$ cat src/rtl/corner_tracker_if.sv
// Pixel-in / corner-result-out bundle for corner_tracker.
// Field names keep the block's historical i_/o_ naming.
interface corner_tracker_if #(
  parameter int NUM_CH = 2,
  parameter int AW     = 20
);
  logic                   i_sof;
  logic                   i_valid;
  logic [NUM_CH-1:0]      i_data;
  logic                   o_valid;
  logic [NUM_CH-1:0]      o_success;
  logic                   o_frame_err;
  logic                   o_busy;
  logic [NUM_CH*AW-1:0]   o_ul_addr;
  logic [NUM_CH*AW-1:0]   o_ur_addr;
  logic [NUM_CH*AW-1:0]   o_dl_addr;
  logic [NUM_CH*AW-1:0]   o_dr_addr;

  modport master (
    output i_sof, i_valid, i_data,
    input  o_valid, o_success, o_frame_err, o_busy,
    input  o_ul_addr, o_ur_addr, o_dl_addr, o_dr_addr
  );

  modport slave (
    input  i_sof, i_valid, i_data,
    output o_valid, o_success, o_frame_err, o_busy,
    output o_ul_addr, o_ur_addr, o_dl_addr, o_dr_addr
  );
endinterface

$ cat src/rtl/corner_tracker.sv
// Multi-channel extreme-corner tracker over a raster mask stream, with a
// double-buffered result bank published once per complete frame.
module corner_lane #(
  parameter int H_RES = 800,
  parameter int V_RES = 600,
  parameter int RW    = 10,
  parameter int CW    = 10,
  parameter int CNT_W = 12
) (
  input  logic                clk,
  input  logic                rst,
  input  logic                hit,
  input  logic                upd,
  input  logic                restart,
  input  logic                clear,
  input  logic [RW-1:0]       r,
  input  logic [CW-1:0]       c,
  output logic [RW+CW-1:0]    ul_n,
  output logic [RW+CW-1:0]    ur_n,
  output logic [RW+CW-1:0]    dl_n,
  output logic [RW+CW-1:0]    dr_n,
  output logic [CNT_W-1:0]    cnt_n
);
  localparam int AW = RW + CW;
  localparam logic [AW-1:0] UL_S = {RW'(V_RES-1), CW'(H_RES-1)};
  localparam logic [AW-1:0] UR_S = {RW'(V_RES-1), CW'(0)};
  localparam logic [AW-1:0] DL_S = {RW'(0), CW'(H_RES-1)};
  localparam logic [AW-1:0] DR_S = '0;

  logic [AW-1:0]    ul, ur, dl, dr;
  logic [CNT_W-1:0] cnt;

  // A restarting pixel compares against sentinels, never the aborted frame.
  always_comb begin
    ul_n  = restart ? UL_S : ul;
    ur_n  = restart ? UR_S : ur;
    dl_n  = restart ? DL_S : dl;
    dr_n  = restart ? DR_S : dr;
    cnt_n = restart ? '0 : cnt;
    if (upd && hit) begin
      if (r <  ul_n[AW-1 -: RW]) ul_n = {r, c};
      if (c >  ur_n[CW-1:0])     ur_n = {r, c};
      if (c <= dl_n[CW-1:0])     dl_n = {r, c};
      if (r >= dr_n[AW-1 -: RW]) dr_n = {r, c};
      if (cnt_n != '1)           cnt_n = cnt_n + CNT_W'(1);
    end
  end

  always_ff @(posedge clk or posedge rst) begin
    if (rst) begin
      ul <= UL_S; ur <= UR_S; dl <= DL_S; dr <= DR_S; cnt <= '0;
    end else if (clear) begin
      ul <= UL_S; ur <= UR_S; dl <= DL_S; dr <= DR_S; cnt <= '0;
    end else if (upd) begin
      ul <= ul_n; ur <= ur_n; dl <= dl_n; dr <= dr_n; cnt <= cnt_n;
    end
  end
endmodule

module corner_tracker #(
  parameter int H_RES   = 800,
  parameter int V_RES   = 600,
  parameter int NUM_CH  = 2,
  parameter int CNT_W   = 12,
  parameter int MIN_PIX = 255
) (
  input  logic           i_clk,
  input  logic           i_rst,
  corner_tracker_if.slave bus
);
  localparam int RW = $clog2(V_RES);
  localparam int CW = $clog2(H_RES);
  localparam int AW = RW + CW;

  typedef enum logic {WAIT_SOF, SCAN} state_t;
  state_t state, state_n;

  logic [RW-1:0] row, r_eff;
  logic [CW-1:0] col, c_eff;
  logic          restart, upd, last;

  logic [NUM_CH-1:0][AW-1:0]    ul_n, ur_n, dl_n, dr_n;
  logic [NUM_CH-1:0][CNT_W-1:0] cnt_n;
  logic [NUM_CH-1:0]            succ_n;

  assign restart = bus.i_valid && bus.i_sof;
  assign upd     = bus.i_valid && (state == SCAN || bus.i_sof);
  assign r_eff   = restart ? '0 : row;
  assign c_eff   = restart ? '0 : col;
  // A sof on the final position is an early sof, so it never publishes.
  assign last    = upd && !bus.i_sof &&
                   row == RW'(V_RES-1) && col == CW'(H_RES-1);

  always_ff @(posedge i_clk or posedge i_rst) begin
    if (i_rst) state <= WAIT_SOF;
    else       state <= state_n;
  end

  always_comb begin
    state_n    = state;
    bus.o_busy = 1'b0;
    case (state)
      WAIT_SOF: if (restart) state_n = SCAN;
      SCAN: begin
        bus.o_busy = 1'b1;
        if (last) state_n = WAIT_SOF;
      end
      default: state_n = WAIT_SOF;
    endcase
  end

  always_ff @(posedge i_clk or posedge i_rst) begin
    if (i_rst) begin
      row <= '0;
      col <= '0;
    end else if (last) begin
      row <= '0;
      col <= '0;
    end else if (upd) begin
      if (c_eff == CW'(H_RES-1)) begin
        row <= r_eff + RW'(1);
        col <= '0;
      end else begin
        row <= r_eff;
        col <= c_eff + CW'(1);
      end
    end
  end

  genvar k;
  generate
    for (k = 0; k < NUM_CH; k++) begin : g_lane
      corner_lane #(
        .H_RES(H_RES), .V_RES(V_RES), .RW(RW), .CW(CW), .CNT_W(CNT_W)
      ) u_lane (
        .clk(i_clk), .rst(i_rst), .hit(bus.i_data[k]), .upd(upd),
        .restart(restart), .clear(last), .r(r_eff), .c(c_eff),
        .ul_n(ul_n[k]), .ur_n(ur_n[k]), .dl_n(dl_n[k]), .dr_n(dr_n[k]),
        .cnt_n(cnt_n[k])
      );
      assign succ_n[k] = (cnt_n[k] >= CNT_W'(MIN_PIX));
    end
  endgenerate

  // Output bank takes the lanes' next values so the last pixel is included.
  always_ff @(posedge i_clk or posedge i_rst) begin
    if (i_rst) begin
      bus.o_valid     <= 1'b0;
      bus.o_success   <= '0;
      bus.o_frame_err <= 1'b0;
      bus.o_ul_addr   <= '0;
      bus.o_ur_addr   <= '0;
      bus.o_dl_addr   <= '0;
      bus.o_dr_addr   <= '0;
    end else begin
      bus.o_valid <= last;
      if (last) begin
        bus.o_success   <= succ_n;
        bus.o_frame_err <= 1'b0;
        bus.o_ul_addr   <= ul_n;
        bus.o_ur_addr   <= ur_n;
        bus.o_dl_addr   <= dl_n;
        bus.o_dr_addr   <= dr_n;
      end else if (restart && state == SCAN) begin
        bus.o_frame_err <= 1'b1;
      end
    end
  end
endmodule
$ cat src/flat_wrapper.sv
// flat-port wrapper written by rule: the top's interface ports become plain ports
module corner_tracker_flat 
#(
  parameter int H_RES   = 800,
  parameter int V_RES   = 600,
  parameter int NUM_CH  = 2,
  parameter int CNT_W   = 12,
  parameter int MIN_PIX = 255
)
  (i_clk, i_rst, bus_i_sof, bus_i_valid, bus_i_data, bus_o_valid, bus_o_success, bus_o_frame_err, bus_o_busy, bus_o_ul_addr, bus_o_ur_addr, bus_o_dl_addr, bus_o_dr_addr);
  corner_tracker_if #(.NUM_CH(NUM_CH)) bus_i ();
  input  logic i_clk;
  input  logic i_rst;
  input wire logic [$bits(bus_i.i_sof)-1:0] bus_i_sof;
  input wire logic [$bits(bus_i.i_valid)-1:0] bus_i_valid;
  input wire logic [$bits(bus_i.i_data)-1:0] bus_i_data;
  output wire logic [$bits(bus_i.o_valid)-1:0] bus_o_valid;
  output wire logic [$bits(bus_i.o_success)-1:0] bus_o_success;
  output wire logic [$bits(bus_i.o_frame_err)-1:0] bus_o_frame_err;
  output wire logic [$bits(bus_i.o_busy)-1:0] bus_o_busy;
  output wire logic [$bits(bus_i.o_ul_addr)-1:0] bus_o_ul_addr;
  output wire logic [$bits(bus_i.o_ur_addr)-1:0] bus_o_ur_addr;
  output wire logic [$bits(bus_i.o_dl_addr)-1:0] bus_o_dl_addr;
  output wire logic [$bits(bus_i.o_dr_addr)-1:0] bus_o_dr_addr;
  assign bus_i.i_sof = bus_i_sof;
  assign bus_i.i_valid = bus_i_valid;
  assign bus_i.i_data = bus_i_data;
  assign bus_o_valid = bus_i.o_valid;
  assign bus_o_success = bus_i.o_success;
  assign bus_o_frame_err = bus_i.o_frame_err;
  assign bus_o_busy = bus_i.o_busy;
  assign bus_o_ul_addr = bus_i.o_ul_addr;
  assign bus_o_ur_addr = bus_i.o_ur_addr;
  assign bus_o_dl_addr = bus_i.o_dl_addr;
  assign bus_o_dr_addr = bus_i.o_dr_addr;
  corner_tracker #(.H_RES(H_RES), .V_RES(V_RES), .NUM_CH(NUM_CH), .CNT_W(CNT_W), .MIN_PIX(MIN_PIX)) u_core (.i_clk(i_clk), .i_rst(i_rst), .bus(bus_i));
endmodule
$ cat config.mk
export PLATFORM = sky130hd
export DESIGN_NAME = corner_tracker_flat
export DESIGN_NICKNAME = d
export VERILOG_FILES = /design/src/rtl/corner_tracker_if.sv /design/src/rtl/corner_tracker.sv /design/src/flat_wrapper.sv
export SDC_FILE = /design/constraint.sdc
export NUM_CORES = 1
export LEC_CHECK = 0
export BUFFER_PORTS_ARGS = -buffer_cell sky130_fd_sc_hd__buf_4
export CORE_ASPECT_RATIO = 1.2
export CORE_UTILIZATION = 35
export CTS_BUF_LIST = sky130_fd_sc_hd__clkbuf_16
export DETAILED_ROUTE_END_ITERATION = 8
export GPL_ROUTABILITY_DRIVEN = 0
export SLEW_MARGIN = 10
export SYNTH_ARGS = -nofsm -noshare
export SYNTH_HDL_FRONTEND = slang
export SYNTH_SLANG_ARGS = --single-unit
$ cat constraint.sdc
create_clock -name i_clk -period 17.7 [get_ports i_clk]
set_input_delay 1.77 -clock i_clk [delete_from_list [all_inputs] [get_ports i_clk]]
set_output_delay 1.77 -clock i_clk [all_outputs]
set_load 0.01 [all_outputs]
Yosys cells after proc, flatten, opt, wreduce, memory -nomap -nowiden

Cells that the tools add are included.

$add $sub $neg: 4
Magnitude comparators: 10
Equality and inequality tests: 5
Multiplexer cells: 64
Bitwise logic cells: 1
Reductions and logical operators: 12

Operators by type and width:

| operator                                              | count |
|---|---|
| two-way mux 20 bit                                    | 40 |
| two-way mux 12 bit                                    | 10 |
| two-way mux 10 bit                                    | 8 |
| == test 10 bit (second input constant)                | 3 |
| adder 12 x 1 -> 12 bit (second input constant)        | 2 |
| >= comparator 12 x 8 -> 1 bit (second input constant) | 2 |
| != test 12 bit (second input constant)                | 2 |
| adder 10 x 1 -> 10 bit (second input constant)        | 2 |
| >= comparator 10 bit                                  | 2 |
| greater-than comparator 10 bit                        | 2 |
| <= comparator 10 bit                                  | 2 |
| < comparator 10 bit                                   | 2 |
| logical AND 1 bit                                     | 8 |
| two-way mux 1 bit                                     | 5 |
| nonzero test 2 bit                                    | 2 |
| case mux 1 bit (2 select lines)                       | 1 |
| zero test 1 bit                                       | 1 |
| logical OR 1 bit                                      | 1 |
| inverter 1 bit                                        | 1 |

Flip-flop bits (word level): 369
Input port bits: 6
Output and inout port bits: 165

Longest topological paths before layout

Gate-level depths: netlist of the first run.

Depth after elaboration: 7
Mapped depth: 18

Modules after synthesis

From an unflattened synthesis of the first run, not the netlist that was laid out.

Cell total of the unflattened synthesis: 2371
Area total of the unflattened synthesis: 20125.6 sq um

Modules (own cells, without submodules):

| module                                | instances | cells an instance | area an instance (sq um) | sequential area each (sq um) |
|---|---|---|---|---|
| corner_tracker                        | 1         | 868               | 7553.5                   | 4629.4 |
| corner_lane (u_core.g_lane[1].u_lane) | 1         | 761               | 6303.5                   | 2334.7 |
| corner_lane (u_core.g_lane[0].u_lane) | 1         | 742               | 6268.5                   | 2334.7 |

Worst setup path before layout of the first run

OpenSTA, ideal clock, no wires.

Kind: input to register
From: in bus_i_valid
To: reg u_core.bus.o_ur_addr[33]
Data arrival time: 5.349 ns
Data required time: 17.634 ns
Path slack: 12.285 ns
Stages on the path: 17
Cells stage by stage: buf_4 -> nand2_1 -> buf_4 -> clkbuf_1 -> clkbuf_1 -> buf_1 -> clkbuf_1 -> nand2_1 -> ha_1 -> and3_1 -> a221oi_1 -> nor2b_1 -> o31ai_1 -> clkbuf_1 -> buf_1 -> nand3_1 -> nand2_1

Longest elaborated chain between the ends: 5

RTL lines:

| element                                                         | line                                       | text |
|---|---|---|
| start: declaration                                              | flat_wrapper.sv:15                         | `input wire logic [$bits(bus_i.i_valid)-1:0] bus_i_valid;` |
| logical AND 1 bit                                               | corner_tracker.sv:86                       | `assign restart = bus.i_valid && bus.i_sof;` |
| two-way mux 10 bit / two-way mux 20 bit (equally long branches) | corner_tracker.sv:89, corner_tracker.sv:36 |  |
| greater-than comparator 10 bit                                  | corner_tracker.sv:42                       | `if (c > ur_n[CW-1:0]) ur_n = {r, c};` |
| two-way mux 20 bit                                              | corner_tracker.sv:42                       |  |
| two-way mux 20 bit                                              | corner_tracker.sv:40                       | `if (upd && hit) begin` |
| end signal: assignment                                          | corner_tracker.sv:161                      | `bus.o_ur_addr <= ur_n;` |
| end: declaration                                                | corner_tracker_if.sv:28                    | `output o_ul_addr, o_ur_addr, o_dl_addr, o_dr_addr` |

Several ways; a longest one is shown, not always the timed one.
A chain may end at the register's enable or synchronous reset.

Worst setup path in the final report of the first run

From: in bus_i_valid
To: reg u_core.bus.o_dl_addr[31]

Longest elaborated chain between the ends: 5

RTL lines:

| element                                                         | line                                       | text |
|---|---|---|
| logical AND 1 bit                                               | corner_tracker.sv:86                       |  |
| two-way mux 10 bit / two-way mux 20 bit (equally long branches) | corner_tracker.sv:89, corner_tracker.sv:37 |  |
| <= comparator 10 bit                                            | corner_tracker.sv:43                       | `if (c <= dl_n[CW-1:0]) dl_n = {r, c};` |
| two-way mux 20 bit                                              | corner_tracker.sv:43                       |  |
| two-way mux 20 bit                                              | corner_tracker.sv:40                       |  |
| end signal: assignment                                          | corner_tracker.sv:162                      | `bus.o_dl_addr <= dl_n;` |
| end: declaration                                                | corner_tracker_if.sv:28                    |  |

Several ways; a longest one is shown, not always the timed one.

==> results of run 1 <==
[worst reg2reg max path, cell delays in order, from the launching register on]
cell	delay (ns)
dfrtp_1	0.44
nand2_1	0.63
inv_1	0.42
ha_1	0.44
nand2_1	0.08
nor2_1	0.04
a2111oi_0	0.62
o31a_1	0.35
o21ai_0	0.33
and2_1	0.33
a22o_1	0.24
[cell type report]
type	count	area [um^2]
repair buffers	199	1506
clock inverters	32	207.7
inverters	38	151.4
flip-flops and latches	369	9299
diodes	1	2.502
well taps	637	797.0
clock buffers	39	975.9
fillers	4809	28590
multi-input cells	1283	7685
[metal layers]
layer / vias to the layer above / part of all wire (%) / GRT usage [%] / routed length [um]
met5: - / 0 / 0 / 0
met4: 0 / 3.8 / 8.997 / 2219
met3: 115 / 6.9 / 3.940 / 3996
met2: 562 / 48 / 38.02 / 27780
met1: 7341 / 42 / 29.97 / 24310
li1: 6717 / - / - / -
[kinds of logic (layout without fill, tap and decap cells)]
logic type | after synthesis | after routing | share of synthesized area, %
simple gates | 670 | 670 | 16.68
compound gates | 483 | 483 | 18.18
flops | 369 | 369 | 53.14
buf+inv | 157 | 308 | 3.518
fa+ha+maj | 80 | 80 | 5.720
mux | 26 | 26 | 1.559
xor+xnor | 24 | 24 | 1.201
other cells | 0 | 1 | 0
[worst max path at each step]
stage | startpoint | end | cells after the start
after floorplan | i_rst | u_core.bus.o_dl_addr[0]$_DFFE_PP0P_ | 1
after CTS | bus_i_valid | u_core.bus.o_dl_addr[28]$_DFFE_PP0P_ | 15
after global placement | bus_i_valid | u_core.bus.o_dl_addr[20]$_DFFE_PP0P_ | 15
after detailed placement | bus_i_valid | u_core.bus.o_dl_addr[28]$_DFFE_PP0P_ | 15
after global routing | bus_i_valid | u_core.bus.o_dl_addr[29]$_DFFE_PP0P_ | 15
final | bus_i_valid | u_core.bus.o_dl_addr[31]$_DFFE_PP0P_ | 15
[metrics by stage]
| stage | area (um^2) | util (%) | total power, mW |
|---|---|---|---|
| after global routing | 20620 | 41.90 | 1.964 |
| final | 20620 | 41.90 | 1.893 |
| after global placement | 19440 | 39.49 | 1.129 |
| after detailed placement | 19440 | 39.49 | 1.132 |
| after CTS | 20620 | 41.90 | 1.908 |
| after floorplan | 17500 | - | 1.060 |
[cells in the mapped netlist (10+ instances only)]
| cell | number |
|---|---|
| xnor2_1 | 15 |
| clkbuf_1 | 89 |
| dfstp_2 | 52 |
| a22oi_1 | 17 |
| a22o_1 | 24 |
| and3_1 | 11 |
| nand3_1 | 89 |
| mux2_2 | 10 |
| mux2i_1 | 16 |
| buf_1 | 19 |
| nand4_1 | 26 |
| o22a_1 | 14 |
| nor2_1 | 198 |
| a2bb2oi_1 | 21 |
| inv_1 | 37 |
| a21oi_1 | 121 |
| o31ai_1 | 23 |
| dfrtp_1 | 317 |
| ha_1 | 80 |
| nand2_1 | 283 |
| o21ai_0 | 86 |
| o22ai_1 | 51 |
| a31oi_1 | 23 |
| nor3_1 | 10 |
| a21o_1 | 28 |
[report_power, final]
part / switching (mW) / internal [mW]
registers: 0.0272 / 0.894
logic: 0.136 / 0.0619
clock network: 0.354 / 0.420
[flip-flops by register name, indices dropped and copies added (netlist names), 40 cells and up]
register and cells:
u_core.bus.o_dl_addr 40, u_core.bus.o_dr_addr 40, u_core.bus.o_ul_addr 40, u_core.bus.o_ur_addr 40, u_core.g_lane.u_lane.dl 40, u_core.g_lane.u_lane.dr 40
u_core.g_lane.u_lane.ul 40, u_core.g_lane.u_lane.ur 40
==> impl_metrics.toml, run 1 <==
[sta]
skew_ns = 0.01788
rsz0062_at_grt = "no"
fmax_mhz = 163.8
hold_viol = 0
drv_slew = 0
period_minus_slack_ns = 6.106
slew_headroom_pct = 25.08
setup_viol = 0
worstMarginPinSlew_ns = 1.124
fin_ws_ns = 11.59
whs_ns = 0.4707
finalCritPeriodShare_pct = 34.50
finalSetupTns_ns = 0

[power_and_ir_drop]
leakage_nw = 9.802
power.density_mw_per_mm2 = 91.76
vdd_ir_drop_max_v = 0.00006820

[worst_setup_path]
path_cells = "buf_4 > nand2_4 > buf_4 > buf_4 > nand2_1 > inv_1 > ha_1 > nand4_1 > nor4_1 > o21ai_0 > o211a_1 > o21ai_4 > buf_4 > a21oi_1 > a21o_1"
path_common_cell = "buf_4"
cpLargestDelayFamily = "buffers and inverters"
ff2ff_setup_slack_ns = 13.66
worstSetupStartpointType = "input pin"
r2r-start = "u_core.row[9]$_DFFE_PP0P_"
reg2reg_to = "u_core.g_lane[1].u_lane.ul[5]$_DFFE_PP0P_"
required_ns = 18.17
critPathMaxStageDelay_ns = 0.69
crit_path_end_kind = "flop"
path_buf_inv = 5
r2r.worst_path.cells = 10
crit_slowest_cell = "buf_4"
arrival_ns = 6.57
criticalPathCategory = "input pin to flop"
cp_max_fo = 75

[logic_synthesis]
yosysSeqAreaShare_pct = 53.14
ys.flop_type = "dfrtp_1"
synth_edf_count = 0
synth_area_mm2 = 0.01750
netlist_instances = 1809
synth_seq_cells = 369
ys_async_sr_fraction_pct = 100.0
avgSynthCellArea_um2 = 9.673
syn_nets = 1895
synthDistinctLibCells = 73
synthTopCellsByArea = "dfrtp_1, dfstp_2, nand2_1, ha_1, nor2_1"
synth_top_area_cell = "dfrtp_1"
yosysWarningCount = 0
yosysTopAreaCellShare_pct = 45.33

[global_route]
grt_pass1_wl_um = 88740
grt_max_degree = 185
gr-total-overflow = 0
grt_use_total_pct = 23.05
grt_pass1_vias = 14490
antenna_found_initial = 0

[detailed_routing]
drc_errors = 0
wirelength_um = 58310
drtIter0Drc = 1138
ant_nets = 0
drtPass1Iterations = 6
wire_per_inst_um = 22.44
viasPerCell = 5.672
num_vias = 14740

[clocking]
clkTransAtPathRegs_ns = 0.06
clock_latency_ns = 0.58
cts_hold_buf = 0
cts_max_path_buffers = 3
htreeDepth = 2
post_cts_resized = 0
clock_sinks = 369
root_buffer = "clkbuf_16"
cts_buffers = 39
cts_setup_buffers = 0
cts_tree = "done"

[cells_and_area]
final_cell_mix = "dfrtp_1, nand2_1, buf_4"
layout_commonest_cell = "dfrtp_1"
fin_cells = 2598
drive_above_1_share_pct = 17.45
area_growth_pct = 17.87
fin_nets = 2016

[floorplan]
die_area_mm2 = 0.05090
initial_core_util_pct = 35.55
die_x_um = 206.1
chipHeight_um = 246.9
rows = 89
core_area_mm2 = 0.04922
ioPinCount = 171

[placed_design]
pre_cts_ws_ns = 11.07
io_buffers = 170
hpwl_um = 40170
dp_cells = 2526

[worst_hold_path]
whs_endpoint = "u_core.bus.o_dl_addr[35]$_DFFE_PP0P_"
hold_start = "u_core.bus.o_dl_addr[35]$_DFFE_PP0P_"
whs_path_depth = 2
hold_path_class = "flop to flop"

[run_status]
status = "complete, no violations"

[run]
cap_violations = 0
Power figures use the tool's default switching activity.
==> inputs of run 2 (changes only) <==
==> constraint.sdc (replaced) <==
create_clock -name i_clk -period 5 [get_ports i_clk]
set_input_delay 0.5 -clock i_clk [delete_from_list [all_inputs] [get_ports i_clk]]
set_output_delay 0.5 -clock i_clk [all_outputs]
set_load 0.01 [all_outputs]
==> impl_metrics.toml, run 2 (synthesized netlist as in run 1, its figures left out) <==
[run_status]
status = "complete, no violations"

[placed_design]
io_buffers = 170
hpwl_um = 41620
placed_area_mm2 = 0.01976
pre_cts_ws_ns = 0.8375

[floorplan]
rows = 89
ioPinCount = 171
chipHeight_um = 246.9
die_area_mm2 = 0.05090
core_area_mm2 = 0.04922
initial_core_util_pct = 35.55
die_x_um = 206.1

[cells_and_area]
area_growth_pct = 20.36
drive_above_1_share_pct = 19.44
final_cell_mix = "dfrtp_1, nand2_1, buf_4"
layout_commonest_cell = "dfrtp_1"
fill_cells = 4852
fin_area_mm2 = 0.02106
fin_util_pct = 42.79
fin_nets = 2062
antenna_cells = 0

[worst_setup_path]
r2r-start = "u_core.col[2]$_DFFE_PP0P_"
arrival_ns = 4.16
crit_path_end_kind = "flop"
criticalPathCategory = "input pin to flop"
critical_path.startpoint = "bus_i_valid"
worstSetupStartpointType = "input pin"
path_common_cell = "buf_4"
critPathMaxStageDelay_ns = 0.69
required_ns = 5.44
cp_max_fo = 47
cpLargestDelayFamily = "compound AO/OA/AOI/OAI gates"
crit_slowest_cell = "a2111oi_0"
path_cells = "buf_4 > nand2_4 > buf_4 > nand2_1 > ha_1 > a21oi_1 > nor2_1 > a2111oi_0 > o31a_1 > o21ai_0 > and2_1 > a22o_1"
path_buf_inv = 2

[detailed_routing]
num_vias = 15060
ant_nets = 0
drc_errors = 0
drtIter0Drc = 1061
viasPerCell = 5.696
wirelength_um = 59180
wire_per_inst_um = 22.39
drtPass1Iterations = 5

[sta]
setup_viol = 0
fmax_mhz = 269.2
slew_headroom_pct = 24.78
rsz0062_at_grt = "no"
skew_ns = 0.01688
period_minus_slack_ns = 3.715
finalSetupTns_ns = 0
worstMarginPinSlew_ns = 1.128
finalCritPeriodShare_pct = 74.29
hold_viol = 0
fin_ws_ns = 1.285
drv_slew = 0

[global_route]
grt_use_total_pct = 23.52
grt_max_degree = 190
gr-total-overflow = 0
grt_pass1_wl_um = 90730
grt_pass1_vias = 15040
antenna_found_initial = 0

[power_and_ir_drop]
power.density_mw_per_mm2 = 329.8
leakage_nw = 10.07
power.total_mw = 6.946
vdd_ir_drop_max_v = 0.0001955

[clocking]
clkTransAtPathRegs_ns = 0.06
clock_latency_ns = 0.56
htreeDepth = 2
cts_max_path_buffers = 3
cts_buffers = 39
clock_sinks = 369
root_buffer = "clkbuf_16"
cts_hold_buf = 1
post_cts_resized = 0
cts_tree = "done"
cts_setup_buffers = 0

[worst_hold_path]
hold_path_class = "input pin to async pin"

[run]
cap_violations = 0
[run 2: changes by cell type in the layout (fill, tap and decap cells not counted), sizes merged]
| cell | before | now |
|---|---|---|
| buf | 199 | 244 |
| bufinv | 1 | 5 |
| clkinv | 18 | 15 |
| clkbuf | 39 | 41 |
| inv | 47 | 45 |
| clkinvlp | 4 | 3 |
| diode | 1 | 0 |
| dlygate4sd3 | 0 | 1 |
[run 2: stage by stage]
stage,hold WS [ns],instances
finish,0.4276,2643
CTS,0.4156,2643
global route,0.4415,2643
floorplan,0.4560,1809
global placement,0.4308,2571
detailed placement,0.4290,2571
[run 2: final cells by class]
cell class | instances | area (um^2) | area share (%)
clock buffer | 41 | 1026 | 4.871
clock inverter | 30 | 264.0 | 1.253
inverter | 38 | 147.6 | 0.7010
multi-input combinational | 1283 | 7674 | 36.43
sequential | 369 | 9299 | 44.15
tap | 637 | 797.0 | 3.784
timing repair buffer | 245 | 1854 | 8.804
[run 2: worst reg2reg max path, delay by kind of cell (launching register included)]
kind            cells  cell delay [ns]
compound gates      2             0.66
buf+inv             2             0.54
flops               1             0.87
simple gates        3             1.49
[run 2: path summary, 6_finish.rpt]
kind	end	slack, ns	depth (start not counted)
worst max-delay path	u_core.g_lane[1].u_lane.ul[6]$_DFFE_PP0P_	1.29	12
min in group i_clk	u_core.bus.o_dl_addr[25]$_DFFE_PP0P_	0.47	2
worst max register to register	u_core.g_lane[1].u_lane.ul[6]$_DFFE_PP0P_	1.34	7
worst min-delay path	u_core.bus.o_ul_addr[37]$_DFFE_PP0P_	0.43	3
worst min register to register	u_core.bus.o_dl_addr[25]$_DFFE_PP0P_	0.47	2
max in group asynchronous	u_core.bus.o_dr_addr[22]$_DFFE_PP0P_	3.14	5
[run 2: power by group]
group          internal, mW  total, mW  switching, mW
clock network          1.74       2.97           1.23
logic                 0.234      0.711          0.477
registers              3.16       3.26         0.0998
total                  5.14       6.95           1.81
[run 2: routing by layer]
metal  GRT usage (%)  vias to the layer above  routed length, um
met3           3.242                      162               3570
met1           31.20                     7470              25260
li1                -                     6799                  -
met2           37.09                      624              27240
met5               0                        -                  0
met4           12.54                        0               3109
